$ cat src/rtl/pio_irq_service_master_if.sv
// rtl/pio_irq_service_master_if.sv - Avalon-MM initiator and event stream bundle for the PIO irq service master
interface pio_irq_service_master_if #(
   parameter int unsigned W = 2
);
   logic [1:0]   avm_address;
   logic         avm_chipselect;
   logic         avm_write_n;
   logic [31:0]  avm_writedata;
   logic [31:0]  avm_readdata;
   logic         avm_waitrequest;
   logic         evt_valid;
   logic         evt_ready;
   logic [W-1:0] evt_keys;
   logic [W-1:0] evt_levels;

   modport master (
      output avm_address, avm_chipselect, avm_write_n, avm_writedata,
      input  avm_readdata, avm_waitrequest,
      output evt_valid, evt_keys, evt_levels,
      input  evt_ready
   );

   modport slave (
      input  avm_address, avm_chipselect, avm_write_n, avm_writedata,
      output avm_readdata, avm_waitrequest,
      input  evt_valid, evt_keys, evt_levels,
      output evt_ready
   );
endinterface

$ cat src/rtl/pio_irq_service_master.sv
// rtl/pio_irq_service_master.sv - services an edge-capture PIO on irq and emits one event word per service
// Optional level snapshot (RD_LVL state) enabled by PIO_IRQ_SERVICE_LEVEL_READ_EN.
module pio_irq_service_master #(
   parameter int unsigned  W            = 2,
   parameter logic [W-1:0] MASK_INIT    = '1,
   parameter int unsigned  READ_LATENCY = 1
) (
   input  logic clk,
   input  logic reset_n,
   input  logic irq_in,
   output logic busy,
   pio_irq_service_master_if.master bus
);
   localparam logic [1:0]  OFS_DATA  = 2'd0;
   localparam logic [1:0]  OFS_MASK  = 2'd2;
   localparam logic [1:0]  OFS_CAP   = 2'd3;
   localparam logic [31:0] MASK_WORD = 32'(MASK_INIT);
   localparam logic [2:0]  RD_LAST   = 3'(READ_LATENCY);

`ifdef PIO_IRQ_SERVICE_LEVEL_READ_EN
   typedef enum logic [2:0] {
      S_INIT_MASK, S_INIT_CLR, S_IDLE, S_RD_CAP, S_CLR_CAP, S_RD_LVL, S_EMIT
   } state_t;
`else
   typedef enum logic [2:0] {
      S_INIT_MASK, S_INIT_CLR, S_IDLE, S_RD_CAP, S_CLR_CAP, S_EMIT
   } state_t;
`endif

   state_t       state_q;
   logic         cs_q;
   logic         write_n_q;
   logic [1:0]   addr_q;
   logic [31:0]  wdata_q;
   logic [2:0]   lat_q;
   logic         evt_valid_q;
   logic [W-1:0] keys_q;
   logic         suppress_q;
   logic         busy_q;
`ifdef PIO_IRQ_SERVICE_LEVEL_READ_EN
   logic [W-1:0] levels_q;
`endif

   logic         cmd_en;
   logic         cmd_write;
   logic [1:0]   cmd_addr;
   logic [31:0]  cmd_data;
   logic         wr_done;
   logic         rd_done;
   logic [W-1:0] rd_bits;
   logic         unused_rdata;

   assign rd_bits      = bus.avm_readdata[W-1:0];
   assign unused_rdata = ^bus.avm_readdata[31:W];
   assign wr_done      = cs_q && !write_n_q && !bus.avm_waitrequest;
   assign rd_done      = cs_q && write_n_q && (lat_q == RD_LAST);

   // Command each bus state issues once chipselect has been low for a cycle.
   always_comb begin
      cmd_en    = 1'b0;
      cmd_write = 1'b0;
      cmd_addr  = OFS_DATA;
      cmd_data  = 32'd0;
      case (state_q)
         S_INIT_MASK: begin
            cmd_en    = 1'b1;
            cmd_write = 1'b1;
            cmd_addr  = OFS_MASK;
            cmd_data  = MASK_WORD;
         end
         S_INIT_CLR, S_CLR_CAP: begin
            cmd_en    = 1'b1;
            cmd_write = 1'b1;
            cmd_addr  = OFS_CAP;
            cmd_data  = '1;
         end
         S_RD_CAP: begin
            cmd_en   = 1'b1;
            cmd_addr = OFS_CAP;
         end
`ifdef PIO_IRQ_SERVICE_LEVEL_READ_EN
         S_RD_LVL: begin
            cmd_en   = 1'b1;
            cmd_addr = OFS_DATA;
         end
`endif
         default: ;
      endcase
   end

   always_ff @(posedge clk or negedge reset_n) begin
      if (!reset_n) begin
         state_q     <= S_INIT_MASK;
         cs_q        <= 1'b0;
         write_n_q   <= 1'b1;
         addr_q      <= 2'd0;
         wdata_q     <= 32'd0;
         lat_q       <= 3'd0;
         evt_valid_q <= 1'b0;
         keys_q      <= '0;
         suppress_q  <= 1'b0;
         busy_q      <= 1'b1;
`ifdef PIO_IRQ_SERVICE_LEVEL_READ_EN
         levels_q    <= '0;
`endif
      end else begin
         // Bus phase: writes end on acceptance; reads count latency once accepted.
         if (cs_q) begin
            if (!write_n_q) begin
               if (!bus.avm_waitrequest) begin
                  cs_q      <= 1'b0;
                  write_n_q <= 1'b1;
               end
            end else if (rd_done) begin
               cs_q <= 1'b0;
            end else if (lat_q != 3'd0 || !bus.avm_waitrequest) begin
               lat_q <= lat_q + 3'd1;
            end
         end else if (cmd_en) begin
            cs_q      <= 1'b1;
            write_n_q <= !cmd_write;
            addr_q    <= cmd_addr;
            wdata_q   <= cmd_data;
            lat_q     <= 3'd0;
         end

         case (state_q)
            S_INIT_MASK: begin
               if (wr_done) state_q <= S_INIT_CLR;
            end
            S_INIT_CLR: begin
               if (wr_done) begin
                  state_q <= S_IDLE;
                  busy_q  <= 1'b0;
               end
            end
            S_IDLE: begin
               if (irq_in) begin
                  state_q <= S_RD_CAP;
                  busy_q  <= 1'b1;
               end
            end
            S_RD_CAP: begin
               if (rd_done) begin
                  keys_q     <= rd_bits;
                  suppress_q <= (rd_bits == '0);
                  state_q    <= S_CLR_CAP;
               end
            end
            S_CLR_CAP: begin
               if (wr_done) begin
                  if (suppress_q) begin
                     state_q <= S_IDLE;
                     busy_q  <= 1'b0;
                  end else begin
`ifdef PIO_IRQ_SERVICE_LEVEL_READ_EN
                     state_q <= S_RD_LVL;
`else
                     state_q     <= S_EMIT;
                     evt_valid_q <= 1'b1;
`endif
                  end
               end
            end
`ifdef PIO_IRQ_SERVICE_LEVEL_READ_EN
            S_RD_LVL: begin
               if (rd_done) begin
                  levels_q    <= rd_bits;
                  state_q     <= S_EMIT;
                  evt_valid_q <= 1'b1;
               end
            end
`endif
            S_EMIT: begin
               if (bus.evt_ready) begin
                  evt_valid_q <= 1'b0;
                  state_q     <= S_IDLE;
                  busy_q      <= 1'b0;
               end
            end
            default: state_q <= S_INIT_MASK;
         endcase
      end
   end

   assign bus.avm_address    = addr_q;
   assign bus.avm_chipselect = cs_q;
   assign bus.avm_write_n    = write_n_q;
   assign bus.avm_writedata  = wdata_q;
   assign bus.evt_valid      = evt_valid_q;
   assign bus.evt_keys       = keys_q;
`ifdef PIO_IRQ_SERVICE_LEVEL_READ_EN
   assign bus.evt_levels     = levels_q;
`else
   assign bus.evt_levels     = '0;
`endif
   assign busy               = busy_q;
endmodule

$ cat src/flat_wrapper.sv
// flat-port wrapper written by rule: the top's interface ports become plain ports
module pio_irq_service_master_flat 
#(
   parameter int unsigned  W            = 2,
   parameter logic [W-1:0] MASK_INIT    = '1,
   parameter int unsigned  READ_LATENCY = 1
)
  (clk, reset_n, irq_in, busy, bus_avm_address, bus_avm_chipselect, bus_avm_write_n, bus_avm_writedata, bus_avm_readdata, bus_avm_waitrequest, bus_evt_valid, bus_evt_keys, bus_evt_levels, bus_evt_ready);
  pio_irq_service_master_if #(.W(W)) bus_i ();
  input  logic clk;
  input  logic reset_n;
  input  logic irq_in;
  output logic busy;
  output wire logic [$bits(bus_i.avm_address)-1:0] bus_avm_address;
  output wire logic [$bits(bus_i.avm_chipselect)-1:0] bus_avm_chipselect;
  output wire logic [$bits(bus_i.avm_write_n)-1:0] bus_avm_write_n;
  output wire logic [$bits(bus_i.avm_writedata)-1:0] bus_avm_writedata;
  input wire logic [$bits(bus_i.avm_readdata)-1:0] bus_avm_readdata;
  input wire logic [$bits(bus_i.avm_waitrequest)-1:0] bus_avm_waitrequest;
  output wire logic [$bits(bus_i.evt_valid)-1:0] bus_evt_valid;
  output wire logic [$bits(bus_i.evt_keys)-1:0] bus_evt_keys;
  output wire logic [$bits(bus_i.evt_levels)-1:0] bus_evt_levels;
  input wire logic [$bits(bus_i.evt_ready)-1:0] bus_evt_ready;
  assign bus_avm_address = bus_i.avm_address;
  assign bus_avm_chipselect = bus_i.avm_chipselect;
  assign bus_avm_write_n = bus_i.avm_write_n;
  assign bus_avm_writedata = bus_i.avm_writedata;
  assign bus_i.avm_readdata = bus_avm_readdata;
  assign bus_i.avm_waitrequest = bus_avm_waitrequest;
  assign bus_evt_valid = bus_i.evt_valid;
  assign bus_evt_keys = bus_i.evt_keys;
  assign bus_evt_levels = bus_i.evt_levels;
  assign bus_i.evt_ready = bus_evt_ready;
  pio_irq_service_master #(.W(W), .MASK_INIT(MASK_INIT), .READ_LATENCY(READ_LATENCY)) u_core (.clk(clk), .reset_n(reset_n), .irq_in(irq_in), .busy(busy), .bus(bus_i));
endmodule
$ cat config.mk
export PLATFORM = sky130hd
export DESIGN_NAME = pio_irq_service_master_flat
export DESIGN_NICKNAME = d
export VERILOG_FILES = /design/src/rtl/pio_irq_service_master_if.sv /design/src/rtl/pio_irq_service_master.sv /design/src/flat_wrapper.sv
export SDC_FILE = /design/constraint.sdc
export NUM_CORES = 1
export LEC_CHECK = 0
export ABC_AREA = 0
export CORE_UTILIZATION = 37
export CTS_BUF_LIST = sky130_fd_sc_hd__clkbuf_4 sky130_fd_sc_hd__clkbuf_8
export DETAILED_ROUTE_END_ITERATION = 6
export PLACE_DENSITY = 0.79
export SYNTH_ARGS = -nofsm -noshare
export SYNTH_HDL_FRONTEND = slang
export SYNTH_SLANG_ARGS = --single-unit
$ cat constraint.sdc
create_clock -name clk -period 2.05 [get_ports clk]
set_input_delay 0.41 -clock clk [delete_from_list [all_inputs] [get_ports clk]]
set_output_delay 0.41 -clock clk [all_outputs]
set_load 0.1 [all_outputs]
# --- After elaboration in Yosys (flattened, before gate mapping) ---
# Index checks and enable logic that the tools add are counted.
word_totals:
  ff_bits: 47
  input_bits: 37
  out_inout_bits: 42
classes:
  addsub: 1
  n_eq_ne: 17
  muxes: 35
  n_bitwise: 1
  n_reduce_logical: 24
ops:
  columns: ["operator", "count"]
  rows:
  - ["$pmux 32 s2", 1]
  - ["$mux 3", 12]
  - ["$mux 1", 18]
  - ["$pmux 3 s6", 1]
  - ["$ne 2x2->1 const B", 6]
  - ["$reduce_and 6->1", 2]
  - ["$ne 2x1->1 const B", 5]
  - ["$reduce_and 4->1", 2]
  - ["$eq 3x1->1 const B", 2]
  - ["$eq 3x2->1 const B", 2]
  - ["$eq 3x3->1 const B", 2]
  - ["$reduce_or 3->1", 2]
  - ["$logic_and 1x1->1", 4]
  - ["$pmux 1 s4", 1]
  - ["$pmux 2 s2", 1]
  - ["$reduce_and 2->1", 2]
  - ["$reduce_bool 2->1", 2]
  - ["$reduce_bool 4->1", 1]
  - ["$reduce_or 4->1", 1]
  - ["$add 3x1->3 const B", 1]
  - ["$logic_not 1->1", 3]
  - ["$logic_not 3->1", 1]
  - ["$reduce_bool 3->1", 1]
  - ["$logic_not 2->1", 1]
  - ["4 further kinds", 4]

# --- Depth between registers and ports, before layout ---
depth:
  depth_word: 6
  mapped_depth: 6
  ltp_nobuf: 6

# --- Worst setup path before layout ---
# Ideal clock, no wire load.
synth_path:
  path_type: "reg-to-output"
  start: "reg, netlist name u_core.bus.avm_writedata[30]"
  end: "out bus_avm_writedata[10]"
  arrival_time_ps: 1816
  required_time_ps: 1640
  slack_ps: -176
  path_stages_with_launch: 2
  path_buffers: 1
  path_cell_list: "dfrtp_1 -> buf_4"
synth_rtl:
  columns: ["item", "line", "text"]
  rows:
  - ["end: declaration", "flat_wrapper.sv:17", "output wire logic [$bits(bus_i.avm_writedata)-1:0] bus_avm_writedata;"]

# --- Final worst setup path ---
layout_path:
  start: "reg u_core.state_q[0]"
  end: "reg u_core.keys_q[1] (netlist: u_core.bus.evt_keys[1])"
layout_between:
  elab_chain_len: 2
layout_lines:
  columns: ["item", "line", "text"]
  rows:
  - ["start: declaration", "pio_irq_service_master.sv:30", "state_t state_q;"]
  - ["start signal: assignment", "pio_irq_service_master.sv:93", "state_q <= S_INIT_MASK;"]
  - ["start signal: assignment", "pio_irq_service_master.sv:129", "if (wr_done) state_q <= S_INIT_CLR;"]
  - ["start signal: assignment", "pio_irq_service_master.sv:133", "state_q <= S_IDLE;"]
  - ["$eq 3x2->1", "pio_irq_service_master.sv:127", "case (state_q)"]
  - ["$reduce_and 2->1 (no source line)", null, null]
  - ["end signal: assignment", "pio_irq_service_master.sv:145", "keys_q <= rd_bits;"]
  - ["end: declaration", "pio_irq_service_master.sv:37", "logic [W-1:0] keys_q;"]
# No other way between the ends.
# A chain may end at the register's enable or synchronous reset.

==> flow_metrics.py <==
metrics = {
    "synth": {
        "synthArstFlopShare": 1.00,
        "ys_warn_count": 0,
        "yosys.area.top_type": "dfrtp_1",
        "netlist.area_leader.share": 0.310,
        "synth-edff-count": 0,
        "synth_area_per_cell_um2": 9.40,
        "syn-cell-area_mm2": 0.00121,
        "synth_cell_type_count": 38,
        "synthMostInstantiatedCell": "buf_4",
        "synth-main-ff-cell": "dfrtp_1",
        "seq_area_frac_synth": 0.353,
        "synthCells": 129,
        "ys_ff_latch": 17,
        "netlist_top_cells_area": "dfrtp_1 31%, buf_4 20%, dfstp_2 4.3%, o21ai_0 3.3%, ha_1 3.1%",
        "ys_top_cells_by_count": "32 x buf_4, 15 x dfrtp_1, 8 x nand2_1, 8 x o21ai_0",
    },
    "placed_design": {
        "io_buffers": 46,
        "gp_congestion": 0.734,
        "dp_hpwl_um": 1940,
    },
    "route": {
        "wl_per_cell_um": 12.7,
        "viasPerCell": 5.03,
        "drc": 0,
        "postRouteAntennaNets": 0,
        "firstDrtPassIters": 4,
        "drt_iter0_markers": 34,
        "wirelength_um": 2430,
        "vias": 960,
    },
    "final_layout": {
        "final_layout_size_suffix_gt1_frac": 0.388,
        "nets": 188,
        "antennaDiodeCount": 0,
        "area_delta_synth_final_pct": 52.7,
    },
    "clocking": {
        "post_cts_resize_count": 0,
        "cts_tree": "done",
        "cts_buffers": 3,
        "cts_root_buf": "clkbuf_4",
        "cts.sinks": 17,
        "hold_buffers": 0,
        "clkSlewWorstSetupHoldPaths_ps": 100,
        "htreeDepth": 1,
        "cts_max_path_buffers": 2,
        "cts_setup_buffers": 0,
        "clk_latency_ps": 290,
    },
    "timing": {
        "final.min_clock_period_ps": 1810,
        "tns_ps": 0,
        "fin_skew_ps": 1.10,
        "max_freq_mhz": 552,
        "hold_viol": 0,
        "tightestPinTransition_ps": 514,
        "holdWs_ps": 450,
        "rsz0062_at_grt": "no",
        "drv_slew": 0,
        "period_share": 0.884,
        "slew_headroom": 0.656,
        "setup_viol": 0,
    },
    "worst_setup_path": {
        "cp_top_family": "simple AND/OR/NAND/NOR gates",
        "cp.required_ps": 2230,
        "cpMaxStageDelayCell": "dfrtp_1",
        "crit_path_end_kind": "flop",
        "crit_arrival_ps": 1990,
        "crit_buf_inv": 0,
        "path_cells": "or3b_4, o32ai_4, nor3_2, mux2_1",
        "startpoint_type": "flop",
        "cp_max_fo": 14,
        "criticalPathCategory": "flop to flop",
        "cp_slowest_stage_delay_ps": 540,
    },
    "die": {
        "die-area_mm2": 0.00351,
        "ios": 79,
        "core_area_mm2": 0.00308,
        "initial_core_util": 0.394,
        "num_rows": 20,
        "die-width_um": 59.2,
        "die_h_um": 59.2,
    },
    "status": {
        "outcome": "finished clean",
    },
    "global_routing": {
        "grt_pass1_vias": 875,
        "grt_overflow": 0,
        "track_usage": 0.152,
        "antenna_found_initial": 0,
        "grt_pass1_wl_um": 3970,
        "grt_max_degree": 31,
    },
    "job": {
        "cap_violations": 0,
    },
    "hold_path": {
        "hold_class": "input pin to asynchronous set/reset pin",
    },
}
[placed cells by master, fill, tap and decap left out, drive strengths merged]
master         instances
buf                   44
dfrtp                 15
nand2                  8
o21ai                  8
a21oi                  7
nor2                   7
clkdlybuf4s50          6
inv                    4
clkbuf                 4
nor3                   4
nand2b                 3
mux2                   3
o211ai                 3
ha                     3
nand3b                 2
a21o                   2
a22o                   2
o32a                   2
conb                   2
dfstp                  2
nor3b                  2
o32ai                  2
and4b                  1
or3b                   1
and2                   1
or2                    1
o31ai                  1
nand3                  1
nor2b                  1
a221o                  1
nand4b                 1
mux2i                  1
o21bai                 1
o22a                   1
[layer usage]
layer,routed length (µm),GRT usage,vias up
met5,0,0,-
met4,36,0.0714,0
met3,223,0.0393,4
met2,1190,0.266,55
met1,975,0.170,452
li1,-,-,449
[flip-flops by register name (all words and copies together), names as in the netlist]
register / flops
u_core.bus.evt_keys: 2
u_core.lat_q: 3
u_core.bus.avm_writedata: 2
u_core.bus.avm_write_n: 1
u_core.bus.evt_valid: 1
u_core.suppress_q: 1
u_core.bus.avm_address: 2
u_core.bus.avm_chipselect: 1
u_core.busy: 1
u_core.state_q: 3
[worst paths after layout]
| kind | from | endpoint | slack, ps | cells after the start |
|---|---|---|---|---|
| min in group clk | u_core.bus.avm_address[1]$_DFFE_PN0P_ | u_core.bus.avm_address[1]$_DFFE_PN0P_ | 470 | 1 |
| worst max-delay path | u_core.state_q[0]$_DFFE_PN0P_ | u_core.bus.evt_keys[1]$_DFFE_PN0P_ | 240 | 4 |
| worst min register to register | u_core.bus.avm_address[1]$_DFFE_PN0P_ | u_core.bus.avm_address[1]$_DFFE_PN0P_ | 470 | 1 |
| worst max register to register | u_core.state_q[0]$_DFFE_PN0P_ | u_core.bus.evt_keys[1]$_DFFE_PN0P_ | 240 | 4 |
| worst min-delay path | reset_n | u_core.lat_q[2]$_DFFE_PN0P_ | 450 | 1 |
| max in group asynchronous | reset_n | u_core.busy$_DFFE_PN1P_ | 1020 | 2 |
[area by class of cell]
| class | instances | area, µm² |
|---|---|---|
| multi-input combinational | 72 | 505 |
| tap | 44 | 55.1 |
| inverter | 4 | 15.0 |
| timing repair buffer | 50 | 816 |
| sequential | 17 | 430 |
| fill | 256 | 1230 |
| clock buffer | 4 | 30.0 |
[worst register-to-register path, stage by stage, from the launching register on]
cell and delay (ps):
dfrtp_1 540, or3b_4 500, o32ai_4 220, nor3_2 120, mux2_1 330
[kinds of logic after synthesis]
logic type | share of synthesized area
AO/OA/AOI/OAI | 0.188
flip-flops | 0.353
multiplexers | 0.0361
other | 0.00309
AND/OR/NAND/NOR | 0.156
buffers and inverters | 0.233
adder cells (fa/ha/maj) | 0.0310
[metrics by stage]
stage / instances / setup slack (ps) / util / instance area, µm²
after global routing: 191 / 177 / 0.602 / 1850
final: 191 / 238 / 0.602 / 1850
after global placement: 187 / 98.1 / 0.592 / 1820
after detailed placement: 187 / 44.2 / 0.592 / 1820
after CTS: 191 / 238 / 0.602 / 1850
after floorplan: 130 / 106 / - / 1220
Power is left out: the tool's default activity adds up to more than one toggle a clock period on the data nets, which glitch-free logic cannot reach.
